===== src/rtl/sisc_pkg.sv =====
// rtl/sisc_pkg.sv - shared SISC encodings: opcodes, sequencer states, selects, status bits
package sisc_pkg;

    localparam logic [3:0] OP_NOP    = 4'h0;
    localparam logic [3:0] OP_ALU_RR = 4'h1;
    localparam logic [3:0] OP_ALU_RI = 4'h2;
    localparam logic [3:0] OP_LOD    = 4'h3;
    localparam logic [3:0] OP_STR    = 4'h4;
    localparam logic [3:0] OP_BRA    = 4'h5;
    localparam logic [3:0] OP_BRR    = 4'h6;
    localparam logic [3:0] OP_BNE    = 4'h7;
    localparam logic [3:0] OP_HLT    = 4'hF;

    typedef enum logic [2:0] {
        S_FETCH   = 3'd0,
        S_DECODE  = 3'd1,
        S_EXECUTE = 3'd2,
        S_MEM     = 3'd3,
        S_WB      = 3'd4,
        S_HALT    = 3'd5
    } state_t;

    localparam logic [1:0] PC_INC = 2'b00;
    localparam logic [1:0] PC_ABS = 2'b01;
    localparam logic [1:0] PC_REL = 2'b10;

    localparam logic [1:0] ALUOP_RR   = 2'b00;
    localparam logic [1:0] ALUOP_RI   = 2'b01;
    localparam logic [1:0] ALUOP_PASS = 2'b10;

    // stat is packed {C,N,V,Z}
    localparam int STAT_C = 3;
    localparam int STAT_N = 2;
    localparam int STAT_V = 1;
    localparam int STAT_Z = 0;

    // BRA/BRR take on any selected flag set; BNE takes when none are set
    function automatic logic branch_taken(input logic [3:0] op,
                                          input logic [3:0] mm,
                                          input logic [3:0] stat);
        logic any_hit;
        any_hit = |(mm & stat);
        return (op == OP_BNE) ? !any_hit : any_hit;
    endfunction

endpackage


===== src/rtl/sisc_wait_timer.sv =====
// rtl/sisc_wait_timer.sv - memory handshake wait counter with timeout compare
module sisc_wait_timer #(
    parameter int MEM_TIMEOUT = 16,
    parameter int CNT_W       = 5
) (
    input  logic clk,
    input  logic rst_f,
    input  logic req,
    input  logic rdy,
    input  logic clr,
    output logic timeout
);

    localparam logic [CNT_W-1:0] LAST = CNT_W'(MEM_TIMEOUT - 1);

    logic [CNT_W-1:0] wait_cnt;

    // count cycles a request waits; restart on completion, idle or state change
    always_ff @(posedge clk) begin
        if (rst_f || clr || rdy || !req) begin
            wait_cnt <= '0;
        end else begin
            wait_cnt <= wait_cnt + 1'b1;
        end
    end

    // a completion in the final cycle wins over the timeout
    assign timeout = req && !rdy && (wait_cnt == LAST);

endmodule


===== src/rtl/sisc_sequencer.sv =====
// rtl/sisc_sequencer.sv - multi-cycle control sequencer for the SISC datapath
module sisc_sequencer
    import sisc_pkg::*;
#(
    parameter int MEM_TIMEOUT = 16,
    parameter int CNT_W       = 5
) (
    input  logic        clk,
    input  logic        rst_f,
    input  logic [31:0] instruction,
    input  logic [3:0]  stat,
    input  logic        mem_rdy,
    output logic        pc_write,
    output logic [1:0]  pc_sel,
    output logic        ir_load,
    output logic        rf_we,
    output logic [1:0]  alu_op,
    output logic        wb_sel,
    output logic        stat_en,
    output logic        mem_req,
    output logic        mem_we,
    output logic        halted,
    output logic        mem_err
);

    state_t     state;
    state_t     state_next;
    logic       mem_err_q;
    logic       timeout;
    logic [3:0] opcode;
    logic [3:0] mm;
    logic       unused_instr;

    assign opcode       = instruction[31:28];
    assign mm           = instruction[27:24];
    assign unused_instr = ^instruction[23:0];

    sisc_wait_timer #(
        .MEM_TIMEOUT (MEM_TIMEOUT),
        .CNT_W       (CNT_W)
    ) u_wait_timer (
        .clk     (clk),
        .rst_f   (rst_f),
        .req     (mem_req),
        .rdy     (mem_rdy),
        .clr     (state_next != state),
        .timeout (timeout)
    );

    // state register and sticky handshake error flag
    always_ff @(posedge clk) begin
        if (rst_f) begin
            state     <= S_FETCH;
            mem_err_q <= 1'b0;
        end else begin
            state <= state_next;
            if (timeout) begin
                mem_err_q <= 1'b1;
            end
        end
    end

    // next-state and datapath control decode
    always_comb begin
        state_next = state;
        pc_write   = 1'b0;
        pc_sel     = PC_INC;
        ir_load    = 1'b0;
        rf_we      = 1'b0;
        alu_op     = ALUOP_RR;
        wb_sel     = 1'b0;
        stat_en    = 1'b0;
        mem_req    = 1'b0;
        mem_we     = 1'b0;
        halted     = 1'b0;
        case (state)
            S_FETCH: begin
                mem_req = 1'b1;
                if (mem_rdy) begin
                    ir_load    = 1'b1;
                    pc_write   = 1'b1;
                    pc_sel     = PC_INC;
                    state_next = S_DECODE;
                end else if (timeout) begin
                    state_next = S_HALT;
                end
            end
            S_DECODE: begin
                state_next = S_FETCH;
                case (opcode)
                    OP_ALU_RR, OP_ALU_RI, OP_LOD, OP_STR: state_next = S_EXECUTE;
                    OP_HLT:                               state_next = S_HALT;
                    OP_BRA, OP_BRR, OP_BNE: begin
                        if (branch_taken(opcode, mm, stat)) begin
                            pc_write = 1'b1;
                            pc_sel   = (opcode == OP_BRR) ? PC_REL : PC_ABS;
                        end
                    end
                    default: state_next = S_FETCH;
                endcase
            end
            S_EXECUTE: begin
                alu_op     = (opcode == OP_ALU_RR) ? ALUOP_RR : ALUOP_RI;
                stat_en    = (opcode == OP_ALU_RR) || (opcode == OP_ALU_RI);
                state_next = ((opcode == OP_LOD) || (opcode == OP_STR)) ? S_MEM : S_WB;
            end
            S_MEM: begin
                mem_req = 1'b1;
                mem_we  = (opcode == OP_STR);
                if (mem_rdy) begin
                    state_next = (opcode == OP_LOD) ? S_WB : S_FETCH;
                end else if (timeout) begin
                    state_next = S_HALT;
                end
            end
            S_WB: begin
                rf_we      = 1'b1;
                wb_sel     = (opcode == OP_LOD);
                state_next = S_FETCH;
            end
            S_HALT: begin
                halted = 1'b1;
            end
            default: state_next = S_FETCH;
        endcase
        if (rst_f) begin
            pc_write = 1'b0;
            pc_sel   = PC_INC;
            ir_load  = 1'b0;
            rf_we    = 1'b0;
            alu_op   = ALUOP_RR;
            wb_sel   = 1'b0;
            stat_en  = 1'b0;
            mem_req  = 1'b0;
            mem_we   = 1'b0;
            halted   = 1'b0;
        end
    end

    assign mem_err = mem_err_q && !rst_f;

endmodule


===== config.mk =====
export PLATFORM = sky130hd
export DESIGN_NAME = sisc_sequencer
export DESIGN_NICKNAME = d
export VERILOG_FILES = /design/src/rtl/sisc_pkg.sv /design/src/rtl/sisc_wait_timer.sv /design/src/rtl/sisc_sequencer.sv
export SDC_FILE = /design/constraint.sdc
export NUM_CORES = 1
export LEC_CHECK = 0
export ABC_CLOCK_PERIOD_IN_PS = 1690
export BUFFER_PORTS_ARGS = -buffer_cell sky130_fd_sc_hd__clkbuf_2
export CAP_MARGIN = 20
export CORE_MARGIN = 8
export CORE_UTILIZATION = 40
export DETAILED_ROUTE_END_ITERATION = 10
export PLACE_DENSITY = 0.8
export SETUP_SLACK_MARGIN = 0.2
export SLEW_MARGIN = 20
export SYNTH_ARGS = -nofsm -noshare
export SYNTH_HDL_FRONTEND = slang
export SYNTH_SLANG_ARGS = --single-unit

===== constraint.sdc =====
create_clock -name clk -period 1.69 [get_ports clk]
set_input_delay 0 -clock clk [delete_from_list [all_inputs] [get_ports clk]]
set_output_delay 0 -clock clk [all_outputs]
set_load 0.02 [all_outputs]

# --- After elaboration in Yosys (flattened, before gate mapping) ---
# Cells that the tools add are included.
totals:
  register_bits: 9
  input_bits: 39
op_classes:
  addsub: 1
  reduce_logical: 17
  muxes: 35
  n_eq_ne: 15
  bitwise: 1
op_table:
  columns: ["op", "n"]
  rows:
  - ["1-bit two-way mux", 21]
  - ["4-bit by 3-bit equality test with 1-bit output, second input constant", 4]
  - ["3-bit two-way mux", 5]
  - ["3-bit case mux with 5 select lines", 1]
  - ["2-bit two-way mux", 6]
  - ["4-bit by 2-bit equality test with 1-bit output, second input constant", 2]
  - ["4-bit OR reduction", 2]
  - ["3-bit by 2-bit equality test with 1-bit output, second input constant", 2]
  - ["3-bit equality test, second input constant", 2]
  - ["3-bit case mux with 2 select lines", 1]
  - ["5-bit by 1-bit adder with 5-bit output, second input constant", 1]
  - ["5-bit by 4-bit equality test with 1-bit output, second input constant", 1]
  - ["1-bit logical OR", 5]
  - ["4-bit bitwise AND", 1]
  - ["4-bit by 1-bit equality test with 1-bit output, second input constant", 1]
  - ["4-bit equality test, second input constant", 1]
  - ["1-bit logical NOT", 4]
  - ["3-bit by 1-bit equality test with 1-bit output, second input constant", 1]
  - ["1-bit logical AND", 3]
  - ["3-bit logical NOT", 1]
  - ["3-bit != test", 1]
  - ["3-bit OR reduction", 1]
  - ["1-bit case mux with 2 select lines", 1]
  - ["2-bit OR reduction", 1]

# --- Depth between registers and ports, before layout ---
# Gate-level depths: netlist of run 1.
logic_depth:
  word_depth: 13
  depth_mapped: 6
  ltp_nobuf: 6

# --- By module ---
# Synthesis of run 1 repeated with hierarchy kept, for this count alone.
hier_totals:
  hier_cells: 99
  hier_area_um2: 755.7
modules_own_cells:
  columns: ["mod", "area_per_inst_um2", "seq_area_each_um2", "instances", "cells_per_inst"]
  rows:
  - ["sisc_sequencer", 551.8, 80.1, 1, 79]
  - ["sisc_wait_timer", 203.9, 100.1, 1, 20]

# --- Worst setup path after synthesis of run 1 ---
# Ideal clock, no wire load.
synth_path:
  path_kind: "register -> output"
  start: "register state[0]"
  end: "output port wb_sel"
  path_stages_with_launch: 4
  required_ns: 1.690
  t_arrival_ns: 1.403
  path_buffers: 1
  path_slack_ns: 0.287
  path_cell_list: "dfxtp_1 buf_6 or2_1 nor4_1"
synth_between:
  elab_chain_len: 3
synth_rtl:
  columns: ["item", "line_no", "source"]
  rows:
  - ["from (decl)", "sisc_sequencer.sv:26", "state_t state;"]
  - ["from (signal assigned)", "sisc_sequencer.sv:56", "state <= state_next;"]
  - ["3-bit equality test", "sisc_sequencer.sv:76", "case (state)"]
  - ["1-bit two-way mux", "sisc_sequencer.sv:76", null]
  - ["1-bit two-way mux", "sisc_sequencer.sv:126", "if (rst_f) begin"]
  - ["to (decl)", "sisc_sequencer.sv:18", "output logic wb_sel,"]
# Every way passes these cells.

# --- Worst setup path in the final report of run 1 ---
layout_path:
  start: "register u_wait_timer.wait_cnt[1]"
  end: "register state[2]"
layout_between:
  elab_chain_len: 5
  word_cells_on_any_way: 6
  classes_between: "1 x eq/ne; 4 x mux; 1 x reduce/logical"
layout_rtl:
  columns: ["item", "line_no", "source"]
  rows:
  - ["from (decl)", "sisc_wait_timer.sv:16", "logic [CNT_W-1:0] wait_cnt;"]
  - ["from (signal assigned)", "sisc_wait_timer.sv:23", "wait_cnt <= wait_cnt + 1'b1;"]
  - ["5-bit by 4-bit equality test with 1-bit output *", "sisc_wait_timer.sv:28", "assign timeout = req && !rdy && (wait_cnt == LAST);"]
  - ["1-bit logical AND *", "sisc_wait_timer.sv:28", null]
  - ["3-bit two-way mux *", "sisc_sequencer.sv:84, sisc_sequencer.sv:112", null]
  - ["3-bit two-way mux (on tied branches)", "sisc_sequencer.sv:110, sisc_sequencer.sv:79", null]
  - ["3-bit case mux with 5 select lines *", "sisc_sequencer.sv:76", null]
# Mark *: on every way between the ends. The rest lies on a longest branch, timed or not.
# A chain may end at the register's enable or synchronous reset.

==> results.md, run 1 <==
- Result of the run: finished, final reports clean
- RSZ-0062 raised after global routing: true
- Insertion delay of the later-clocked pin in the worst-skew pair: 0.25 ns
- Netlist cell types: 38
- Most common cell after layout, fill and taps aside: sky130_fd_sc_hd__clkbuf_2
- Tcrit/Tclk final: 87.4%
- Fin Setup TNS: 0 ns
- Number of port buffers: 26
- Number of maximum-capacitance violations: 0
- Most frequent cells in the layout: 22 x sky130_fd_sc_hd__clkbuf_2, 11 x sky130_fd_sc_hd__nor2_1, 11 x sky130_fd_sc_hd__buf_4, 6 x sky130_fd_sc_hd__nand2_1, 5 x sky130_fd_sc_hd__clkbuf_4
- Number of standard-cell rows in the floorplan: 15
- Number of synthesized register bits: 9
- Placeable core region: 1710 µm²
- Cell mode on critical path: sky130_fd_sc_hd__ha_4
- HPWL reported at the end of detailed placement: 1440 µm
- Count of endpoints failing setup in the final report: 0
- Synthesized area: 723 µm²
- Clock Pin Slew Worst Setup and Hold Paths: 0.06 ns
- VDD IR max: 0.352 mV
- Global route total overflow: 0
- Hold-fix buffers, CTS: 0
- Antenna violations before repair: 0
- Number of global-route vias before repair: 758
- Layout net count: 161
- GRT Overall Usage: 11.3%
- Post-route ant nets: 0
- Number of inserted diodes: 0
- Post-route DRC violation count: 0
- Number of pins with negative max-slew slack in the final report: 0
- Number of top-level pins: 52
- Static Leakage: 0.447 nW
- Worst-path cell with the longest stage delay: sky130_fd_sc_hd__dfxtp_2
- TritonCTS clock tree: yes
- Number of clock buffers inserted by TritonCTS: 3
- CTS root buf: sky130_fd_sc_hd__clkbuf_4
- Worst min path class: in2reg
- Overall routed net length: 1980 µm
- Fraction of layout instances using a drive strength above 1: 51.3%
- Maximum frequency from static timing analysis: 677 MHz
- Global-route wire length before repair: 3100 µm
- CTS HTree Levels: 1
- Required time reported for the critical path endpoint: 1.82 ns
- Sort of element at the start of the critical path: register
- Delay of the slowest cell on the worst path: 0.34 ns
- Sort of element at the end of the critical path: register
- Floorplan die area: 3420 µm²
- Synthesized instance count: 86
- Biggest fanout along the worst timing path: 2
- Starting density of the core: 42.3%
- Post-Synthesis Net Count: 127
- Cell type group with the largest total delay on the critical path: flip-flops
- Area Growth Syn to Fin: 40.7%
- Worst setup path class: reg2reg
- Detailed Route Iter0 Violations: 19
- Clock skew: 0.000477 ns
- Sequential fraction of the synthesis area: 24.9%
- Vias after detailed routing: 738
- First-pass detailed-route iteration total: 4
- Fin crit period: 1.48 ns
- Cell breakdown of the critical path: ha_4, and3_4, ha_4, nor4bb_4, buf_4, a31oi_1, o22ai_1
- Die height: 58.5 µm
- Power density relative to cell area: 515 nW/µm²
- Post-layout utilization of the core: 59.6%
- Arrival time of the worst setup path: 1.61 ns
- Critical path buffer and inverter count: 1
- Sink count of the clock tree: 9
- Number of endpoints with negative hold slack in the final report: 0
- Yosys warns: 0
- Final Wtd Congestion: 0.804
- Mapped Avg Cell Area: 8.41 µm²
- Buffer depth of the longest clock path: 2
- Die outline width: 58.5 µm
- Maximum number of pins on one net before global-route repair: 13
- DR vias/cell: 5.13
- Average wire per cell in the routed design: 13.8 µm
through the flow:
stage / hold WS (ns) / cell area, µm² / cells / power (mW) / setup WS (ns)
6_report: 0.0816 / 1020 / 144 / 0.524 / 0.213
2_1_floorplan: 0.0573 / 723 / 86 / 0.312 / 0.287
3_5_place_dp: 0.344 / 841 / 132 / 0.345 / 0.144
5_1_grt: 0.0907 / 1020 / 144 / 0.557 / 0.160
3_3_place_gp: 0.330 / 841 / 132 / 0.341 / 0.221
4_1_cts: 0.0463 / 942 / 138 / 0.517 / 0.176
state kept, by name, summed over array words and instances, names as in the netlist:
| register | flops |
|---|---|
| mem_err_q | 1 |
| u_wait_timer.wait_cnt | 5 |
| state | 3 |
final timing paths:
check                                              start                  endpoint  slack [ns]  cells past startpoint
worst min-delay path                               rst_f                  state[0]        0.08                      2
worst max register to register  u_wait_timer.wait_cnt[1]                  state[2]        0.21                      7
worst max-delay path            u_wait_timer.wait_cnt[1]                  state[2]        0.21                      7
worst min register to register  u_wait_timer.wait_cnt[3]  u_wait_timer.wait_cnt[3]        0.52                      2
power breakdown:
group          switching [mW]  internal [mW]
registers             0.00712          0.216
clock network          0.0695         0.0906
logic                  0.0770         0.0634
cells in the mapped netlist:
| library cell | n | share of area [%] |
|---|---|---|
| sky130_fd_sc_hd__inv_1 | 3 | 1.6 |
| sky130_fd_sc_hd__o221ai_1 | 1 | 1.2 |
| sky130_fd_sc_hd__a41o_2 | 1 | 1.6 |
| sky130_fd_sc_hd__and4b_2 | 1 | 1.6 |
| sky130_fd_sc_hd__o31ai_2 | 1 | 1.7 |
| sky130_fd_sc_hd__nor3_1 | 2 | 1.4 |
| sky130_fd_sc_hd__and3_1 | 5 | 4.3 |
| sky130_fd_sc_hd__nor4bb_4 | 1 | 3.5 |
| sky130_fd_sc_hd__buf_2 | 2 | 1.4 |
| sky130_fd_sc_hd__a2bb2oi_1 | 1 | 1.2 |
| sky130_fd_sc_hd__o31ai_1 | 1 | 1.0 |
| sky130_fd_sc_hd__a21oi_2 | 1 | 1.2 |
| sky130_fd_sc_hd__nor3_2 | 2 | 2.8 |
| sky130_fd_sc_hd__a21oi_1 | 1 | 0.69 |
| sky130_fd_sc_hd__ha_1 | 2 | 3.5 |
| sky130_fd_sc_hd__o21ai_0 | 1 | 0.69 |
| sky130_fd_sc_hd__xor2_1 | 2 | 2.4 |
| sky130_fd_sc_hd__nor2_1 | 11 | 5.7 |
| sky130_fd_sc_hd__xor2_2 | 1 | 2.2 |
| sky130_fd_sc_hd__nand2_1 | 7 | 3.6 |
| sky130_fd_sc_hd__xnor2_1 | 3 | 3.6 |
| sky130_fd_sc_hd__nor2_2 | 1 | 0.87 |
| sky130_fd_sc_hd__a22o_1 | 2 | 2.4 |
| sky130_fd_sc_hd__nand3_1 | 2 | 1.4 |
| sky130_fd_sc_hd__mux2i_1 | 2 | 2.8 |
| sky130_fd_sc_hd__o22ai_1 | 2 | 1.7 |
| sky130_fd_sc_hd__nor4b_1 | 2 | 2.4 |
| sky130_fd_sc_hd__nor2b_1 | 3 | 2.6 |
| sky130_fd_sc_hd__or3b_1 | 1 | 1.2 |
| sky130_fd_sc_hd__buf_6 | 3 | 4.7 |
| sky130_fd_sc_hd__nor4_1 | 2 | 1.7 |
| sky130_fd_sc_hd__dfxtp_1 | 9 | 25 |
| sky130_fd_sc_hd__a31o_1 | 1 | 1.2 |
| sky130_fd_sc_hd__or2_1 | 2 | 1.7 |
| sky130_fd_sc_hd__conb_1 | 1 | 0.52 |
| sky130_fd_sc_hd__buf_4 | 1 | 1.0 |
| sky130_fd_sc_hd__a31oi_1 | 1 | 0.87 |
| sky130_fd_sc_hd__nand3b_1 | 1 | 1.0 |
what timing repair did:
action	in CTS	in global routing
gates resized for setup	16	10
setup endpoints to repair	7	9
buffers inserted	2	6
pin swaps	4	6
layout make-up:
cell class | count | area, µm²
fill | 158 | 691
timing repair buffer | 35 | 208
clock buffer | 4 | 26.3
sequential | 9 | 191
tap | 25 | 31.3
multi-input combinational | 68 | 549
inverter | 3 | 11.3
cell families after synthesis:
kind of cell               after synthesis  synth area share, %
DFF                                      9                 24.9
buffers and inverters                    9                 8.65
muxes                                    2                 2.77
xor gates and xnor gates                 6                 8.31
other                                    1                0.519
AOI/OAI and AO/OA                       14                 15.6
and+or+nand+nor                         43                 35.8
adders and majority gates                2                 3.46
routing by layer:
metal	up-vias	part of all wire, %	GRT usage [%]
li1	370	-	-
met1	342	38	10.8
met2	24	53	20.9
met3	2	8.4	3.26
met4	0	1.0	6.29
met5	-	0	0
Power figures use the tool's default switching activity.
==> run 2: changes to the inputs <==
--- a/config.mk
+++ b/config.mk
@@ -11,9 +11,10 @@
 export CORE_MARGIN = 8
 export CORE_UTILIZATION = 40
 export DETAILED_ROUTE_END_ITERATION = 10
-export PLACE_DENSITY = 0.8
+export PLACE_DENSITY = 0.79
 export SETUP_SLACK_MARGIN = 0.2
 export SLEW_MARGIN = 20
 export SYNTH_ARGS = -nofsm -noshare
 export SYNTH_HDL_FRONTEND = slang
+export SYNTH_HIERARCHICAL = 1
 export SYNTH_SLANG_ARGS = --single-unit
==> results.md, run 2 <==
- Die height: 59.5 µm (+1.6%)
- Violated checks: setup timing
- CP Depth: 10 (+3)
- Required time reported for the critical path endpoint: 1.89 ns (+0.07 ns)
- Arrival time of the worst setup path: 2.49 ns (+0.88 ns)
- Overall routed net length: 2880 µm (+46%)
- Number of global-route vias before repair: 937 (+24%)
- Average wire per cell in the routed design: 17.0 µm (+23%)
- Number of pins with negative max-slew slack in the final report: 0 (unchanged)
- Result of the run: finished with violations
- Biggest fanout along the worst timing path: 5 (+3)
- Layout net count: 187 (+16%)
- Number of clock buffers inserted by TritonCTS: 3 (unchanged)
- Number of endpoints with negative hold slack in the final report: 0 (unchanged)
- Sort of element at the start of the critical path: register
- Number of maximum-capacitance violations: 0 (unchanged)
- Number of port buffers: 26 (unchanged)
- Post-Synthesis Net Count: 140 (+10%)
- Die outline width: 59.5 µm (+1.6%)
- Number of standard-cell rows in the floorplan: 15 (unchanged)
- Detailed Route Iter0 Violations: 33 (+14)
- R2R depth: 10 (+3)
- Most common cell after layout, fill and taps aside: sky130_fd_sc_hd__clkbuf_2
- Antenna violations before repair: 0 (unchanged)
- Count of endpoints failing setup in the final report: 9 (+9)
- DR vias/cell: 5.64 (+10%)
- R2r startpoint: u_wait_timer/wait_cnt[1]
- VDD IR max: 0.262 mV (-26%)
- Post-route ant nets: 0 (unchanged)
- Insertion delay of the later-clocked pin in the worst-skew pair: 0.27 ns (+0.02 ns)
- Buffer depth of the longest clock path: 2 (unchanged)
- # fillers: 115 (-27%)
- Sort of element at the end of the critical path: register
- Power density relative to cell area: 507 nW/µm² (-1.6%)
- Combined area of the multi-input logic cells: 676 µm² (+23%)
- Biggest register: u_wait_timer/wait_cnt
- Number of top-level pins: 52 (unchanged)
- Most frequent cells in the layout: 20 x sky130_fd_sc_hd__clkbuf_2, 16 x sky130_fd_sc_hd__buf_4, 7 x sky130_fd_sc_hd__nor2_2, 7 x sky130_fd_sc_hd__buf_6
- Synthesized instance count: 99 (+15%)
- Worst min path class: in2reg
- HPWL reported at the end of detailed placement: 1550 µm (+7.4%)
- Fin crit period: 2.29 ns (+0.813 ns)
- Floorplan die area: 3540 µm² (+3.3%)
- Global route total overflow: 0 (unchanged)
- Worst setup path class: reg2reg
- Launch point of the worst path: u_wait_timer/wait_cnt[1]
- Sink count of the clock tree: 9 (unchanged)
- Post-route DRC violation count: 0 (unchanged)
- Reg-to-reg endpoint: u_wait_timer/wait_cnt[0]
- Netlist cell types: 40 (+5.3%)
- Static Leakage: 0.555 nW (+24%)
- Starting density of the core: 43.3% (+0.95 points)
- Post-Layout Inst Area: 1320 µm² (+30%)
- TritonCTS clock tree: yes
- CTS HTree Levels: 1 (unchanged)
- Cell breakdown of the critical path: ha_4, and3_4, ha_4, and3b_2, nand2b_4, o211ai_1, nor2_1, o32ai_2, or4b_4, nor2_2
- CTS root buf: sky130_fd_sc_hd__clkbuf_4
- Share of Yosys cell area claimed by the top area cell type: 23.8% (-1.1 points)
- Hold-fix buffers, CTS: 0 (unchanged)
- Critical path buffer and inverter count: 0 (-1)
- Delay of the slowest cell on the worst path: 0.55 ns (+0.21 ns)
- Registers with the most flip-flops: u_wait_timer/wait_cnt (5), state (3), mem_err_q (1)
- Yosys warns: 6 (+6)
- Cell types occupying the most area after synthesis: sky130_fd_sc_hd__dfxtp_1 24%, sky130_fd_sc_hd__nor2_1 7.5%, sky130_fd_sc_hd__nor3_1 4.6%, sky130_fd_sc_hd__xor2_1 4.6%, sky130_fd_sc_hd__and3_1 3.3%
- Mapped Avg Cell Area: 7.63 µm² (-9.2%)
- Flip-flop count of the largest register, all copies and words added: 5 (unchanged)
- Number of inserted diodes: 0 (unchanged)
- Most instantiated library cell after synthesis: sky130_fd_sc_hd__nor2_1
- Worst setup path endpoint: u_wait_timer/wait_cnt[0]
- Maximum number of pins on one net before global-route repair: 12 (-1)
- RSZ-0062 raised after global routing: true
- Placeable core region: 1750 µm² (+2.2%)
- Vias after detailed routing: 959 (+30%)
- Cell mode on critical path: sky130_fd_sc_hd__ha_4
- GRT Overall Usage: 15.6% (+4.3 points)
- Maximum frequency from static timing analysis: 437 MHz (-35%)
- Clock Pin Slew Worst Setup and Hold Paths: 0.06 ns (about the same)
- Fin Setup TNS: -3.23 ns (-3.23 ns)
- Cell type group with the largest total delay on the critical path: simple AND/OR/NAND/NOR gates
- Clock skew: 0.00342 ns (+0.00294 ns)
- Number of synthesized flops with an enable pin: 0 (unchanged)
- Fraction of layout instances using a drive strength above 1: 60.7% (+9.4 points)
- Area Growth Syn to Fin: 74.8%
- Global-route wire length before repair: 4240 µm (+37%)
- Cell area after placement: 990 µm² (+18%)
- Async SR Flop Fraction: 0% (unchanged)
- Area taken by flip-flops and latches: 189 µm² (-1.3%)
- Cell taking the most area after synthesis: sky130_fd_sc_hd__dfxtp_1
- Most numerous cell types in the synthesized netlist: 15 x sky130_fd_sc_hd__nor2_1, 9 x sky130_fd_sc_hd__dfxtp_1, 7 x sky130_fd_sc_hd__nor3_1
- Worst setup margin: -0.600 ns (-0.813 ns)
- Worst-path cell with the longest stage delay: sky130_fd_sc_hd__or4b_4
- First-pass detailed-route iteration total: 4 (unchanged)
- Number of synthesized register bits: 9 (unchanged)
- Synthesized area: 756 µm² (+4.5%)
- Final Wtd Congestion: 0.829 (+3.0%)
- Slack of the worst reg-to-reg path: -0.60 ns (-0.81 ns)
- Tcrit/Tclk final: 135% (+48 points)
- Main flop type after synthesis: sky130_fd_sc_hd__dfxtp_1
- Sequential fraction of the synthesis area: 23.8% (-1.1 points)
==> run 2: cell count changes after synthesis, sizes merged, moves of 2 or more <==
cell    delta
or4b       +3
nor2b      -2
a21oi      +2
o31ai      -2
nor3       +3
mux2i      -2
nand2b     +3
a22o       -2
o21ai      +5
nor2       +3
a22oi      +2
==> run 2: where the power goes <==
part / switching, mW / leakage, nW / total (mW) / internal [mW]
Sequential: 0.00616 / 0.0754 / 0.225 / 0.219
Clock: 0.0799 / 0.0150 / 0.171 / 0.0913
Combinational: 0.137 / 0.464 / 0.273 / 0.136
Total: 0.223 / 0.555 / 0.670 / 0.446
==> run 2: layer usage <==
layer	vias to the layer above	global-route usage [%]	routed length (µm)
li1	445	-	-
met1	458	16.6	1160
met2	45	27.4	1450
met3	11	3.25	172
met4	0	8.87	102
met5	-	0	0
==> run 2: worst min path at each step <==
stage / startpoint / end / cells past startpoint
final: rst_f / mem_err_q / 3
after global routing: rst_f / mem_err_q / 3
after CTS: instruction[31] / state[1] / 3
after detailed placement: instruction[31] / state[1] / 3
after global placement: instruction[31] / state[1] / 3
after floorplan: rst_f / mem_req / 1
==> run 2: worst reg2reg max path, cell delays in order (launching register included) <==
cell	delay, ns
sky130_fd_sc_hd__dfxtp_2	0.34
sky130_fd_sc_hd__ha_4	0.16
sky130_fd_sc_hd__and3_4	0.15
sky130_fd_sc_hd__ha_4	0.14
sky130_fd_sc_hd__and3b_2	0.25
sky130_fd_sc_hd__nand2b_4	0.10
sky130_fd_sc_hd__o211ai_1	0.14
sky130_fd_sc_hd__nor2_1	0.19
sky130_fd_sc_hd__o32ai_2	0.09
sky130_fd_sc_hd__or4b_4	0.55
sky130_fd_sc_hd__nor2_2	0.12
==> run 2: metrics by stage <==
stage          setup WS [ns]  utilization, %  hold slack [ns]  total power [mW]  std cells
2_1_floorplan         -0.463               -           0.0383             0.360         99
3_3_place_gp          -0.480            56.7            0.354             0.403        156
3_5_place_dp          -0.566            56.7            0.354             0.407        156
4_1_cts               -0.456            71.4           0.0635             0.641        167
5_1_grt               -0.670            75.7            0.118             0.705        170
6_report              -0.600            75.7            0.109             0.670        170
==> run 2: cell families after synthesis <==
kind of cell,count (synthesis),share of synthesized area [%]
and+or+nand+nor,51,38.9
AOI/OAI and AO/OA,20,18.2
buffers and inverters,10,8.28
DFF,9,23.8
xor gates and xnor gates,6,6.95
adders and majority gates,2,3.31
other,1,0.496
==> run 2: cell type report <==
cell class | instances | area share (%)
clock buffer | 4 | 1.99
tap | 25 | 2.37
timing repair buffer | 48 | 29.1
multi-input combinational | 80 | 51.1
inverter | 4 | 1.14
sequential | 9 | 14.3
==> run 2: what timing repair did <==
action,in CTS,in global routing
pin swaps,14,7
resized for setup,40,18
gates cloned,1,0
setup endpoints to repair,15,16
setup buffers,6,3
==> run 3: changes to the inputs <==
--- a/config.mk
+++ b/config.mk
@@ -8,10 +8,12 @@
 export ABC_CLOCK_PERIOD_IN_PS = 1690
 export BUFFER_PORTS_ARGS = -buffer_cell sky130_fd_sc_hd__clkbuf_2
 export CAP_MARGIN = 20
+export CELL_PAD_IN_SITES_DETAIL_PLACEMENT = 0
+export CELL_PAD_IN_SITES_GLOBAL_PLACEMENT = 1
 export CORE_MARGIN = 8
-export CORE_UTILIZATION = 40
+export CORE_UTILIZATION = 27
 export DETAILED_ROUTE_END_ITERATION = 10
-export PLACE_DENSITY = 0.79
+export PLACE_DENSITY = 0.8
 export SETUP_SLACK_MARGIN = 0.2
 export SLEW_MARGIN = 20
 export SYNTH_ARGS = -nofsm -noshare
==> results.md, run 3 (same netlist as run 2, synthesis figures left out) <==
- Die outline width: 68.9 µm (+16%)
- Result of the run: finished with violations
- Static Leakage: 0.594 nW (+7.0%)
- Most frequent cells in the layout: 25 x sky130_fd_sc_hd__buf_4, 19 x sky130_fd_sc_hd__clkbuf_2, 7 x sky130_fd_sc_hd__nor2_1, 6 x sky130_fd_sc_hd__nand2_1, 6 x sky130_fd_sc_hd__nor2_2
- Most common cell after layout, fill and taps aside: sky130_fd_sc_hd__buf_4
- Number of clock buffers inserted by TritonCTS: 3 (unchanged)
- GRT Overall Usage: 10.4% (-5.2 points)
- Count of endpoints failing setup in the final report: 7 (-2)
- Antenna violations before repair: 0 (unchanged)
- Most used routing layer in global routing: met2
- Tcrit/Tclk final: 129% (-6.6 points)
- Worst min path class: in2reg
- Placeable core region: 2710 µm² (+55%)
- Number of cells traversed by the worst hold path: 3 (unchanged)
- Registers with the most flip-flops: u_wait_timer/wait_cnt (5), state (3), mem_err_q (1)
- Fin crit period: 2.18 ns (-0.112 ns)
- Clock skew: 0.000327 ns (-0.00309 ns)
- DR vias/cell: 5.10 (-9.6%)
- Final Wtd Congestion: 0.795 (-4.1%)
- TritonCTS clock tree: yes
- Sort of element at the end of the critical path: register
- Fraction of layout instances using a drive strength above 1: 62.9% (+2.2 points)
- Number of inserted diodes: 0 (unchanged)
- Number of endpoints with negative hold slack in the final report: 0 (unchanged)
- Number of global-route vias before repair: 914 (-2.5%)
- Sink count of the clock tree: 9 (unchanged)
- Detailed Route Iter0 Violations: 19 (-42%)
- Number of port buffers: 26 (unchanged)
- Global route total overflow: 0 (unchanged)
- Power density relative to cell area: 482 nW/µm² (-4.9%)
- Area Growth Syn to Fin: 84.4%
- Launch point of the worst path: u_wait_timer/wait_cnt[0]
- Post-route DRC violation count: 0 (unchanged)
- Global-route wire length before repair: 3930 µm (-7.2%)
- Hold-fix buffers, CTS: 0 (unchanged)
- R2r startpoint: u_wait_timer/wait_cnt[0]
- Arrival time of the worst setup path: 2.38 ns (-0.11 ns)
- Violated checks: setup timing
- Worst setup path class: reg2reg
- Worst setup margin: -0.488 ns (+0.112 ns)
- Die height: 68.9 µm (+16%)
- Clock Pin Slew Worst Setup and Hold Paths: 0.06 ns (about the same)
- Starting density of the core: 27.9% (-15 points)
- R2R depth: 10 (unchanged)
- Fraction of met3 tracks used by global routing: 2.58% (-0.67 points)
- Setup slack after placement: -0.574 ns (-0.00712 ns)
- Average wire per cell in the routed design: 13.8 µm (-19%)
- Overall routed net length: 2510 µm (-13%)
- Buffer depth of the longest clock path: 2 (unchanged)
- Sort of element at the start of the critical path: register
- CTS root buf: sky130_fd_sc_hd__clkbuf_4
- Biggest register: u_wait_timer/wait_cnt
- Insertion delay of the later-clocked pin in the worst-skew pair: 0.26 ns (about the same)
- HPWL reported at the end of detailed placement: 1660 µm (+7.0%)
- VDD IR max: 0.301 mV (+15%)
- RSZ-0062 raised after global routing: true
- Number of maximum-capacitance violations: 0 (unchanged)
- Number of top-level pins: 52 (unchanged)
- First-pass detailed-route iteration total: 4 (unchanged)
- Maximum frequency from static timing analysis: 459 MHz (+5.1%)
- Required time reported for the critical path endpoint: 1.89 ns (about the same)
- M2 GR Usage: 18.9% (-8.6 points)
- Floorplan die area: 4750 µm² (+34%)
- Hold Crit Start: rst_f
- Maximum number of pins on one net before global-route repair: 12 (unchanged)
- Fin Setup TNS: -2.46 ns (+0.772 ns)
- CTS HTree Levels: 1 (unchanged)
- Post-route ant nets: 0 (unchanged)
- Biggest fanout along the worst timing path: 5 (unchanged)
- Number of pins with negative max-slew slack in the final report: 0 (unchanged)
- GRT met1 Usage: 11.1% (-5.5 points)
- Number of standard-cell rows in the floorplan: 19 (+4)
- Vias after detailed routing: 928 (-3.2%)
- Layout net count: 193 (+3.2%)
- Flip-flop count of the largest register, all copies and words added: 5 (unchanged)
## run 3: repair_timing
action                     CTS  global route
gates cloned                 1             0
pin swaps                   13            12
setup endpoints to repair   15            15
buffers inserted             7             4
gates resized for setup     34            25
## run 3: path summary, 6_finish.rpt
check	endpoint	slack, ns
max	u_wait_timer/wait_cnt[4]	-0.49
min reg2reg	mem_err_q	0.48
max reg2reg	u_wait_timer/wait_cnt[4]	-0.49
min	mem_err_q	0.11
## run 3: stage by stage
| step | instance area, µm² | total power [mW] | utilization (%) | hold WS [ns] | cells |
|---|---|---|---|---|---|
| global placement | 1030 | 0.411 | 37.9 | 0.356 | 166 |
| finish | 1390 | 0.672 | 51.4 | 0.106 | 182 |
| detailed placement | 1030 | 0.412 | 37.9 | 0.362 | 166 |
| floorplan | 798 | 0.360 | - | 0.0383 | 99 |
| CTS | 1270 | 0.648 | 46.9 | 0.0731 | 178 |
| global route | 1390 | 0.703 | 51.4 | 0.109 | 182 |
## run 3: cell type report
| type | count | area, µm² |
|---|---|---|
| Timing Repair Buffer | 54 | 435 |
| Inverter | 4 | 15.0 |
| Fill cell | 268 | 1320 |
| Clock buffer | 4 | 26.3 |
| Multi-Input combinational cell | 80 | 689 |
| Sequential cell | 9 | 189 |
| Tap cell | 31 | 38.8 |
## run 3: layer usage
metal,part of all wire [%],wire (µm)
met2,56,1400
met5,0,0
met3,5.3,133
met1,39,972
met4,0.28,7
## run 3: critical path: stages, from the launching register on
cell and delay [ns]:
sky130_fd_sc_hd__dfxtp_2 0.33, sky130_fd_sc_hd__ha_4 0.15, sky130_fd_sc_hd__and3_4 0.15, sky130_fd_sc_hd__ha_4 0.14, sky130_fd_sc_hd__and3b_2 0.25, sky130_fd_sc_hd__nor2_2 0.13, sky130_fd_sc_hd__nand2_1 0.08, sky130_fd_sc_hd__o22ai_2 0.10
sky130_fd_sc_hd__o32ai_2 0.09, sky130_fd_sc_hd__or4b_4 0.55, sky130_fd_sc_hd__nor2_2 0.13
## run 3: report_power, final
part	internal, mW	switching, mW
clock network	0.0913	0.0828
logic	0.148	0.124
registers	0.219	0.00623
